==> src/rtl/uart_line_buffer.sv <==
// uart_line_buffer
// Collects bytes from the UART receiver into a line buffer until an
// end-of-line byte arrives or the buffer fills, then replays the whole line
// in order to the UART transmitter. This turns per-byte echo into per-line
// echo.
//
// Handshake (both sides): a byte moves on a rising sys_clk edge where
// valid and ready are both 1. The producer holds data and valid stable until
// that edge. On the rx side, bytes offered while ready=0 are dropped
// upstream. On the tx side, tx_data/tx_data_valid stay stable until
// tx_data_ready is seen.
//
// Sequencing: FILL accepts bytes. FETCH does a registered read of the next
// stored byte into tx_data. SEND waits for the transmitter. Each replayed
// byte therefore costs at least one idle cycle (FETCH) between handshakes.
// state_dbg exposes the FSM state for observation.

module uart_line_buffer #(
    parameter int         DEPTH  = 64,
    parameter int         ADDR_W = 6,
    parameter logic [7:0] EOL    = 8'h0A
) (
    input  logic              sys_clk,
    input  logic              rst_n,
    input  logic [7:0]        rx_data,
    input  logic              rx_data_valid,
    output logic              rx_data_ready,
    output logic [7:0]        tx_data,
    output logic              tx_data_valid,
    input  logic              tx_data_ready,
    output logic [ADDR_W:0]   line_len,
    output logic              overflow,
    output logic              busy,
    output logic [1:0]        state_dbg
);

    typedef enum logic [1:0] {
        FILL  = 2'd0,
        FETCH = 2'd1,
        SEND  = 2'd2
    } state_t;

    // Counter compares are done one bit wider than the counters so that
    // DEPTH-1 and line_len-1 never alias with a wrapped value.
    localparam int               LAST_WR_I = DEPTH - 1;
    localparam logic [ADDR_W:0]  LAST_WR   = LAST_WR_I[ADDR_W:0];
    localparam logic [ADDR_W:0]  LEN_ONE   = 1;
    localparam logic [ADDR_W-1:0] CNT_ONE  = 1;

    state_t            state_q;
    state_t            state_d;
    logic [ADDR_W-1:0] wr_cnt;
    logic [ADDR_W-1:0] rd_cnt;
    logic [7:0]        mem [DEPTH];

    logic [ADDR_W:0]   wr_ext;
    logic [ADDR_W:0]   rd_ext;
    logic              rx_fire;
    logic              is_eol;
    logic              wr_full;
    logic              line_close;
    logic              tx_fire;
    logic              rd_last;

    // Decode of handshakes and line/replay boundary conditions.
    always_comb begin
        wr_ext     = {1'b0, wr_cnt};
        rd_ext     = {1'b0, rd_cnt};
        rx_fire    = (state_q == FILL) && rx_data_valid;
        is_eol     = (rx_data == EOL);
        wr_full    = (wr_ext == LAST_WR);
        line_close = rx_fire && (is_eol || wr_full);
        tx_fire    = (state_q == SEND) && tx_data_ready;
        rd_last    = (rd_ext == (line_len - LEN_ONE));
    end

    // Status outputs are pure functions of the state register.
    always_comb begin
        rx_data_ready = (state_q == FILL);
        busy          = (state_q != FILL);
        state_dbg     = state_q;
    end

    // FSM state register; reset discards any line in progress.
    always_ff @(posedge sys_clk or negedge rst_n) begin
        if (!rst_n) begin
            state_q <= FILL;
        end else begin
            state_q <= state_d;
        end
    end

    // FSM next-state logic.
    always_comb begin
        state_d = state_q;
        case (state_q)
            FILL: begin
                if (line_close) begin
                    state_d = FETCH;
                end
            end
            FETCH: begin
                state_d = SEND;
            end
            SEND: begin
                if (tx_fire) begin
                    state_d = rd_last ? FILL : FETCH;
                end
            end
            default: begin
                state_d = FILL;
            end
        endcase
    end

    // Counters, line length, overflow pulse and the registered tx byte.
    always_ff @(posedge sys_clk or negedge rst_n) begin
        if (!rst_n) begin
            wr_cnt        <= '0;
            rd_cnt        <= '0;
            line_len      <= '0;
            overflow      <= 1'b0;
            tx_data       <= 8'h00;
            tx_data_valid <= 1'b0;
        end else begin
            overflow <= 1'b0;
            case (state_q)
                FILL: begin
                    if (rx_fire) begin
                        if (line_close) begin
                            // An EOL that lands in the last slot is a normal
                            // line end, so overflow only flags a non-EOL close.
                            line_len <= wr_ext + LEN_ONE;
                            wr_cnt   <= '0;
                            rd_cnt   <= '0;
                            overflow <= !is_eol;
                        end else begin
                            wr_cnt <= wr_cnt + CNT_ONE;
                        end
                    end
                end
                FETCH: begin
                    tx_data       <= mem[rd_cnt];
                    tx_data_valid <= 1'b1;
                end
                SEND: begin
                    if (tx_fire) begin
                        tx_data_valid <= 1'b0;
                        if (!rd_last) begin
                            rd_cnt <= rd_cnt + CNT_ONE;
                        end
                    end
                end
                default: begin
                    tx_data_valid <= 1'b0;
                end
            endcase
        end
    end

    // Line storage; contents are don't-care after reset.
    always_ff @(posedge sys_clk) begin
        if (rx_fire) begin
            mem[wr_cnt] <= rx_data;
        end
    end

endmodule
==> config.mk <==
export PLATFORM = sky130hd
export DESIGN_NAME = uart_line_buffer
export DESIGN_NICKNAME = d
export VERILOG_FILES = /design/src/rtl/uart_line_buffer.sv
export SDC_FILE = /design/constraint.sdc
export NUM_CORES = 1
export LEC_CHECK = 0
export ABC_AREA = 1
export BUFFER_PORTS_ARGS = -buffer_cell sky130_fd_sc_hd__buf_2
export CAP_MARGIN = 0
export CORE_UTILIZATION = 45
export DETAILED_ROUTE_END_ITERATION = 16
export PLACE_DENSITY_LB_ADDON = 0.05
export SETUP_SLACK_MARGIN = 0.5
export SYNTH_ARGS = -nofsm -noshare
export SYNTH_HDL_FRONTEND = slang
export SYNTH_SLANG_ARGS = --single-unit
export TNS_END_PERCENT = 10
==> constraint.sdc <==
create_clock -name sys_clk -period 1.7 [get_ports sys_clk]
set_input_delay 0.255 -clock sys_clk [delete_from_list [all_inputs] [get_ports sys_clk]]
set_output_delay 0.255 -clock sys_clk [all_outputs]
set_load 0.03 [all_outputs]
* Word-level counts from Yosys, hierarchy flattened
Memories as Yosys holds them, arrays and structs flattened. A register that Yosys moved wholly into a read port is not among the register bits.
Cells that the tools add are included.
** Word-level totals
- Bits in registers :: 23
- Bits in writable memories :: 512
- Input bits :: 12
- Output and inout bits :: 21
- Memories kept :: 1
** Memories
- mem :: depth 64, bits a word 8, rd ports 1, clocked after memory_dff 1, wr ports 1, line 54 : logic [7:0] mem [DEPTH];
** Operators by class
- $add $sub $neg :: 4
- Equal/unequal tests :: 9
- Multiplexer cells :: 17
- Bitwise operators :: 1
- Reductions and logical operators :: 14
** Operators with widths (number)
- 6-bit 2-to-1 mux :: 5
- 6-bit by 1-bit adder with 6-bit output (second input constant) :: 2
- 6-bit one-hot mux with 2 select lines :: 1
- 8-bit by 4-bit equality test with 1-bit output (second input constant) :: 1
- 6-bit by 1-bit adder with 7-bit output (second input constant) :: 1
- 6-bit by 7-bit equality test with 1-bit output :: 1
- 1-bit 2-to-1 mux :: 7
- 7-bit by 1-bit subtractor with 7-bit output (second input constant) :: 1
- 6-bit equality test (second input constant) :: 1
- 2-bit one-hot mux with 3 select lines :: 1
- 2-bit AND reduction :: 3
- 5-bit AND reduction :: 1
- 2-bit 2-to-1 mux :: 2
- 2-bit by 1-bit != test with 1-bit output (second input constant) :: 2
- 2-bit != test (second input constant) :: 2
- 2-bit nonzero test :: 2
- 1-bit logical AND :: 3
- 1-bit one-hot mux with 3 select lines :: 1
- 3-bit AND reduction :: 1
- 2-bit by 1-bit equality test with 1-bit output (second input constant) :: 1
- 2-bit equality test (second input constant) :: 1
- 1-bit logical NOT :: 2
- 2-bit logical NOT :: 1
- 1-bit logical OR :: 1
- 1-bit NOT :: 1

* Depth between registers and ports, before layout
Gate-level depths: netlist of the first run.
- Depth after elaboration :: 6
- Mapped depth :: 14
- Mapped depth without buffers :: 13

* Worst setup path before layout of the first run
No wires, ideal clock.
- Kind :: flip-flop to flip-flop
- From :: reg state_q[1] (netlist: state_dbg[1])
- To :: mem mem[14][0] (enable)
- Setup time :: 0.370 ns
- Data arrival time :: 2.117 ns
- Slack :: -0.787 ns
- Cell stages (with the launch flop) :: 6
- Path buffers :: 0
- Period minus slack after synthesis :: 2.487 ns
- Cells stage by stage :: dfrtp_1 -> nor2_1 -> nand2_1 -> nor2_1 -> nand3_1 -> nor2_1
** On the way
- Word-level cells in the longest chain between the ends :: 4
** RTL lines
- start, declared :: line 50 : state_t state_q;
- start signal, assigned :: line 89 : state_q <= state_d;
- 2-bit logical NOT
- net rx_data_ready :: line 27 : output logic rx_data_ready,
- 1-bit logical AND :: line 69 : rx_fire = (state_q == FILL) && rx_data_valid;
- 1-bit 2-to-1 mux :: line 163 : if (rx_fire) begin
- 1-bit 2-to-1 mux (implied by the code) :: line 164 : mem[wr_cnt] <= rx_data;
- end, declared :: line 54
The timed path passes the listed nets, and every way through them passes these cells.

==> reports/summary.txt, run 1 <==
CTS sink count - 543
Main synth FF type - edfxtp_1
R2R Setup Slk - -280 ps
Core Area - 49100 sq um
reg-to-reg endpoint - tx_data[1]
CP endpoint kind - register
sequential fraction of design power - 0.400
pre-CTS WS - -358 ps
Area after DPL - 25000 sq um
Worst Reg-to-Reg Cells - 9
CP Data Arrival Time - 2530 ps
global-route met1 utilization - 0.363
mux cell area share after synthesis - 0
DRC violations left - 0
hold_sp - rx_data_valid
largest net degree at the start of global routing - 65
drt total wl - 65000 um
GRT busiest layer - met2
Max FO, Critical Path - 21
hpwl dp - 39500 um
Die H - 225 um
syn nets - 1943
main combinational cell family by area after synthesis - simple AND/OR/NAND/NOR gates
DIE AREA - 50700 sq um
first-pass GRT wire length - 95200 um
CTS clk-pin slew, worst paths - 60 ps
# rows - 81
worst skew pair latency - 610 ps
minimum clock period - 1980 ps
Detailed Routing Iterations Pass 1 - 6
Clock Skews - 16.0 ps
setup_tns - -35330 ps
post-synthesis register bit count - 543
top cells by count, synth - 680 x nand2_1, 512 x edfxtp_1, 327 x nand3_1, 84 x nor2_1, 60 x buf_2
P per Cell Area - 1420 nW/um^2
Psw - 12.7 mW
RSZ-0062 raised after global routing - true
failing checks - setup timing
cell area after synthesis - 22400 sq um
Tcrit/Tclk final - 1.16
final worst slack - -280 ps
fmax - 505 MHz
Hold Violations, Final - 0
Clk pwr share - 0.323
Synth Area in Compound Gates - 0.0354
worst IR drop on VDD - 0.00129 V
I/O pins - 33
Post-Syn Area per Cell - 11.6 sq um
initial core utilization - 0.456
Slew headroom - 0.372
Syn. warnings - 0
Antenna Nets Post-Route - 0
R2R Path Start - rd_cnt[0]
htree depth - 2
Startpoint Class - register
GRT overflow - 0
final net count - 2084
P&R area growth vs syn - 23.6%
Die W - 225 um
Avg WL per Cell - 23.4 um
Synth top area share - 0.687
Synth area leader - edfxtp_1
Core Util, Final - 0.564
Finished Cell Area - 27700 sq um
Slew Viols, Final - 0
TritonCTS Buffers - 57
Post-synth ARST share - 0.0571
Required @ worst endpoint - 2250 ps
count of final setup violators - 457
Hold EP - wr_cnt[5]
number of synthesized flops with an enable pin - 512
sequential area share after synthesis - 0.721
count leader, synth - nand2_1
Root Buffer - clkbuf_16
Via density - 5.44
Tightest Pin Transition - 942 ps
overall global routing resource usage - 0.260
vias in the first global route - 14800
met2 Resource Use GR - 0.421
Synth cell types - 27
Max Buffers Root-to-Sink - 3
GR Util met3 - 0.0374
Combinational Power Share - 0.277
Mapped Cells - 1928
outcome - complete, but fails checks
Post-Synth Simple-Gate Area - 0.205
internal power - 26.6 mW
critical path class - reg2reg
Hold Crit Depth - 5
number of DRC markers in iteration 0 - 1435
sw frac - 0.323
top area cells in the synthesized netlist - edfxtp_1 69%, nand2_1 11%, nand3_1 7.3%
total number of vias - 15100
Port Buf Inserts - 32
Synth Area in XOR/XNOR - 0.00352
TritonCTS clock tree - done
layout cells sized above 1 - 0.205
Leakage Power - 10.1 nW
initial antenna violation count - 2
min-delay worst type - in2reg
post-synthesis adder-cell area fraction - 0.00168
overall power - 39.2 mW
GPL Wtd Cong - 0.861
MaxCap Viol Count - 0
[power by group through the flow]
stage                     combinational, mW  clock (mW)  sequential, mW
after global routing                   11.7        13.3            15.7
final                                  10.9        12.7            15.7
after global placement                 9.83           0            15.9
after detailed placement               9.88           0            15.9
after CTS                              10.4        12.9            15.7
after floorplan                        5.54           0            16.0
[per-stage QoR]
stage          cells  hold slack (ps)
3_5_place_dp    2658              400
4_1_cts         2774              136
3_3_place_gp    2658              397
6_report        2782              180
2_1_floorplan   1928            -40.6
5_1_grt         2781              173
[layout by cell type, fill, tap and decap left out, drive strengths merged]
| cell | Yosys | final |
|---|---|---|
| a21boi | 28 | 28 |
| a21oi | 59 | 59 |
| buf | 89 | 181 |
| bufbuf | 0 | 1 |
| bufinv | 0 | 8 |
| clkbuf | 18 | 73 |
| clkinv | 3 | 24 |
| clkinvlp | 0 | 6 |
| dfrtp | 31 | 31 |
| diode | 0 | 1 |
| dlygate4sd3 | 0 | 3 |
| edfxtp | 512 | 512 |
| ha | 3 | 3 |
| inv | 30 | 33 |
| nand2 | 682 | 682 |
| nand3 | 327 | 327 |
| nand4 | 5 | 5 |
| nor2 | 87 | 87 |
| o211ai | 28 | 28 |
| o21ai | 9 | 9 |
| o22ai | 5 | 5 |
| or2 | 3 | 3 |
| xnor2 | 1 | 1 |
| xor2 | 8 | 8 |
[routing by layer]
| layer | vias to the layer above | wire length, um |
|---|---|---|
| met5 | - | 0 |
| met4 | 0 | 1830 |
| met3 | 118 | 3690 |
| met2 | 467 | 31200 |
| met1 | 7479 | 28300 |
| li1 | 7057 | - |
[cells by family after synthesis]
group / count (synthesis)
AOI/OAI and AO/OA: 129
xor gates and xnor gates: 9
adders and majority gates: 3
buffers and inverters: 140
DFF: 543
and+or+nand+nor: 1104
[worst max-delay path by stage]
| stage | start | to | slack, ps |
|---|---|---|---|
| 6_report | rd_cnt[0] | tx_data[1] | -280 |
| 5_1_grt | rd_cnt[0] | tx_data[6] | -330 |
| 4_1_cts | rd_cnt[0] | tx_data[7] | -250 |
| 3_5_place_dp | rd_cnt[2] | tx_data[7] | -360 |
| 3_3_place_gp | rd_cnt[2] | tx_data[7] | -360 |
| 2_1_floorplan | state_dbg[1] | mem[6][0] | -260 |
[area by class of cell]
| class | count | area [sq um] |
|---|---|---|
| sequential | 543 | 16200 |
| timing repair buffer | 188 | 2270 |
| fill | 4198 | 21400 |
| clock inverter | 37 | 404 |
| multi-input combinational | 1245 | 6370 |
| tap | 664 | 831 |
| timing repair inverter | 1 | 8.76 |
| inverter | 33 | 140 |
| clock buffer | 70 | 1490 |
| antenna | 1 | 2.50 |
[critical path, stage by stage, from the launching register on]
cell and delay (ps):
dfrtp_4 580, buf_12 200, buf_12 170, nand2_2 50, a21boi_1 130, o211ai_1 290
nand3_1 230, nand3_1 120, nand3_1 90, nand2_1 60
[registers in the layout, summed over array words and instances (netlist names)]
signal,flops
rd_cnt,6
overflow,1
wr_cnt,6
state_dbg,2
line_len,7
mem,512
tx_data_valid,1
tx_data,8
[timing repair]
item	4_1_cts	5_1_grt
gates resized for setup	72	81
pin swaps	15	25
hold buffers	3	0
cloned	1	3
endpoints found under the setup margin	564	564
buffers inserted	5	4
hold endpoints to repair	36	0
Power figures use the tool's default switching activity.
==> inputs of run 2 (changes only) <==
--- a/config.mk
+++ b/config.mk
@@ -7,8 +7,8 @@
 export LEC_CHECK = 0
 export ABC_AREA = 1
 export BUFFER_PORTS_ARGS = -buffer_cell sky130_fd_sc_hd__buf_2
-export CAP_MARGIN = 0
 export CORE_UTILIZATION = 45
+export CTS_BUF_LIST = sky130_fd_sc_hd__clkbuf_4
 export DETAILED_ROUTE_END_ITERATION = 16
 export PLACE_DENSITY_LB_ADDON = 0.05
 export SETUP_SLACK_MARGIN = 0.5
==> reports/summary.txt, run 2 (synthesis gave the netlist of run 1 again) <==
outcome - complete, but fails checks
DRC violations left - 0
crit-path max cell delay - 450 ps
setup_tns - -122560 ps
CP Data Arrival Time - 2960 ps
R2R Path Start - rd_cnt[0]
DIE AREA - 50700 sq um
Leakage Power - 11.0 nW
Required @ worst endpoint - 2570 ps
internal power - 26.8 mW
sw frac - 0.337
Cells after DPL - 2658
overall global routing resource usage - 0.282
Tightest Pin Transition - 938 ps
Via density - 5.37
Largest register FFs - 512
Avg WL per Cell - 23.1 um
Setup crit start - rd_cnt[0]
GRT overflow - 0
Startpoint Class - register
CTS clk-pin slew, worst paths - 70 ps
GPL Wtd Cong - 0.861
Clk pwr share - 0.275
fillers - 4101
FF/Latch Area - 16200 sq um
Die W - 225 um
# rows - 81
Antenna Nets Post-Route - 0
initial core utilization - 0.456
Area after DPL - 25000 sq um
hpwl dp - 39500 um
worst IR drop on VDD - 0.000872 V
P per Cell Area - 1390 nW/um^2
Detailed Routing Iterations Pass 1 - 5
leading cell type in the layout, fill and taps excluded - nand2_1
Port Buf Inserts - 32
fmax - 479 MHz
Combinational Power Share - 0.337
htree depth - 4
I/O pins - 33
overall power - 40.4 mW
CP max stage cell - dfrtp_4
TritonCTS Buffers - 145
Die H - 225 um
TritonCTS clock tree - done
Psw - 13.6 mW
count of final setup violators - 546
largest net degree at the start of global routing - 65
pre-CTS WS - -358 ps
CP endpoint kind - register
hold_sp - tx_data_ready
Metal-1 WL - 28900 um
CTS sink count - 543
Root Buffer - clkbuf_4
P&R area growth vs syn - 30.2%
Multi-input gate area - 6850 sq um
total number of vias - 16000
critical path class - reg2reg
CP Cell Sequence - buf_12, buf_8, inv_12, buf_12, buf_6, buf_12, nand2_4, nand2_4, a21oi_2, o211ai_1, nand3_2, nand3_2, nand3_2, nand2_1
final net count - 2235
Max Buffers Root-to-Sink - 3
worst skew pair latency - 990 ps
Max FO, Critical Path - 6
number of DRC markers in iteration 0 - 1400
most frequent cells in the layout - 630 x nand2_1, 512 x edfxtp_1, 247 x nand3_1
Slew headroom - 0.374
minimum clock period - 2090 ps
vias in the first global route - 16000
Core Area - 49100 sq um
met3 WL post-DR - 4820 um
Tcrit/Tclk final - 1.23
Largest regs - mem: 512 flops, tx_data: 8 flops, line_len: 7 flops
sequential fraction of design power - 0.388
Hold Violations, Final - 0
Slew Viols, Final - 0
Finished Cell Area - 29200 sq um
Routed met2 length - 33300 um
CP Buf/Inv Count - 6
failing checks - setup timing
final worst slack - -389 ps
first-pass GRT wire length - 101000 um
Core Util, Final - 0.594
hold slack final - 187 ps
min-delay worst type - in2reg
final std cells w/o fill - 2978
highest routed layer - met4
layout cells sized above 1 - 0.307
RSZ-0062 raised after global routing - true
MaxCap Viol Count - 0
Largest Register - mem
initial antenna violation count - 3
Clock Skews - 58.7 ps
cell family with most CP delay - buffers and inverters
drt total wl - 68900 um
==> run 2: cell types whose count changed in the layout (fill, tap and decap cells not counted), sizes merged <==
cell and change:
clkinv +9, clkbuf +135, inv -1, dlygate4sd3 +11, clkinvlp -5, buf +49
bufbuf +3, diode +1, bufinv -6
==> run 2: tightest hold or removal path, cell delays in order <==
cell	delay [ps]
dlygate4sd3_1	530
buf_2	130
a21oi_1	70
nand2_1	70
nand2_2	50
==> run 2: path summary, 6_finish.rpt <==
kind | end | slack [ps] | depth (start not counted)
worst max-delay path | tx_data[6] | -390 | 14
worst min-delay path | tx_data_valid | 190 | 5
worst max register to register | tx_data[6] | -390 | 14
worst min register to register | line_len[0] | 560 | 1
max in group asynchronous | wr_cnt[1] | 890 | 3
min in group asynchronous | rd_cnt[0] | 390 | 3
==> run 2: timing repair <==
action                                  in CTS  in global routing
setup buffers                               36                  5
endpoints found under the hold margin      311                  0
cloned                                      23                  1
pin swaps                                   83                 56
hold buffers                                14                  0
gates resized for setup                    274                 68
endpoints found under the setup margin     564                566
==> run 2: cell type report <==
class	instances	area share
Sequential cell	543	0.555
Multi-Input combinational cell	1245	0.235
Timing Repair Buffer	250	0.116
Clock buffer	206	0.0530
Tap cell	664	0.0285
Clock inverter	33	0.00631
Inverter	33	0.00541
Timing Repair inverter	2	0.00112
Antenna cell	2	0.000172
==> run 2: per-layer routing <==
layer	vias up	global-route usage
li1	7448	-
met1	7865	0.374
met2	588	0.446
met3	103	0.0681
met4	0	0.117
met5	-	0
==> run 2: power by group through the flow <==
stage               clock network, mW  registers [mW]  logic, mW
floorplan                           0            16.0       5.54
global placement                    0            15.9       9.83
detailed placement                  0            15.9       9.88
CTS                              11.4            15.6       13.2
global route                     12.0            15.7       14.5
finish                           11.1            15.7       13.6
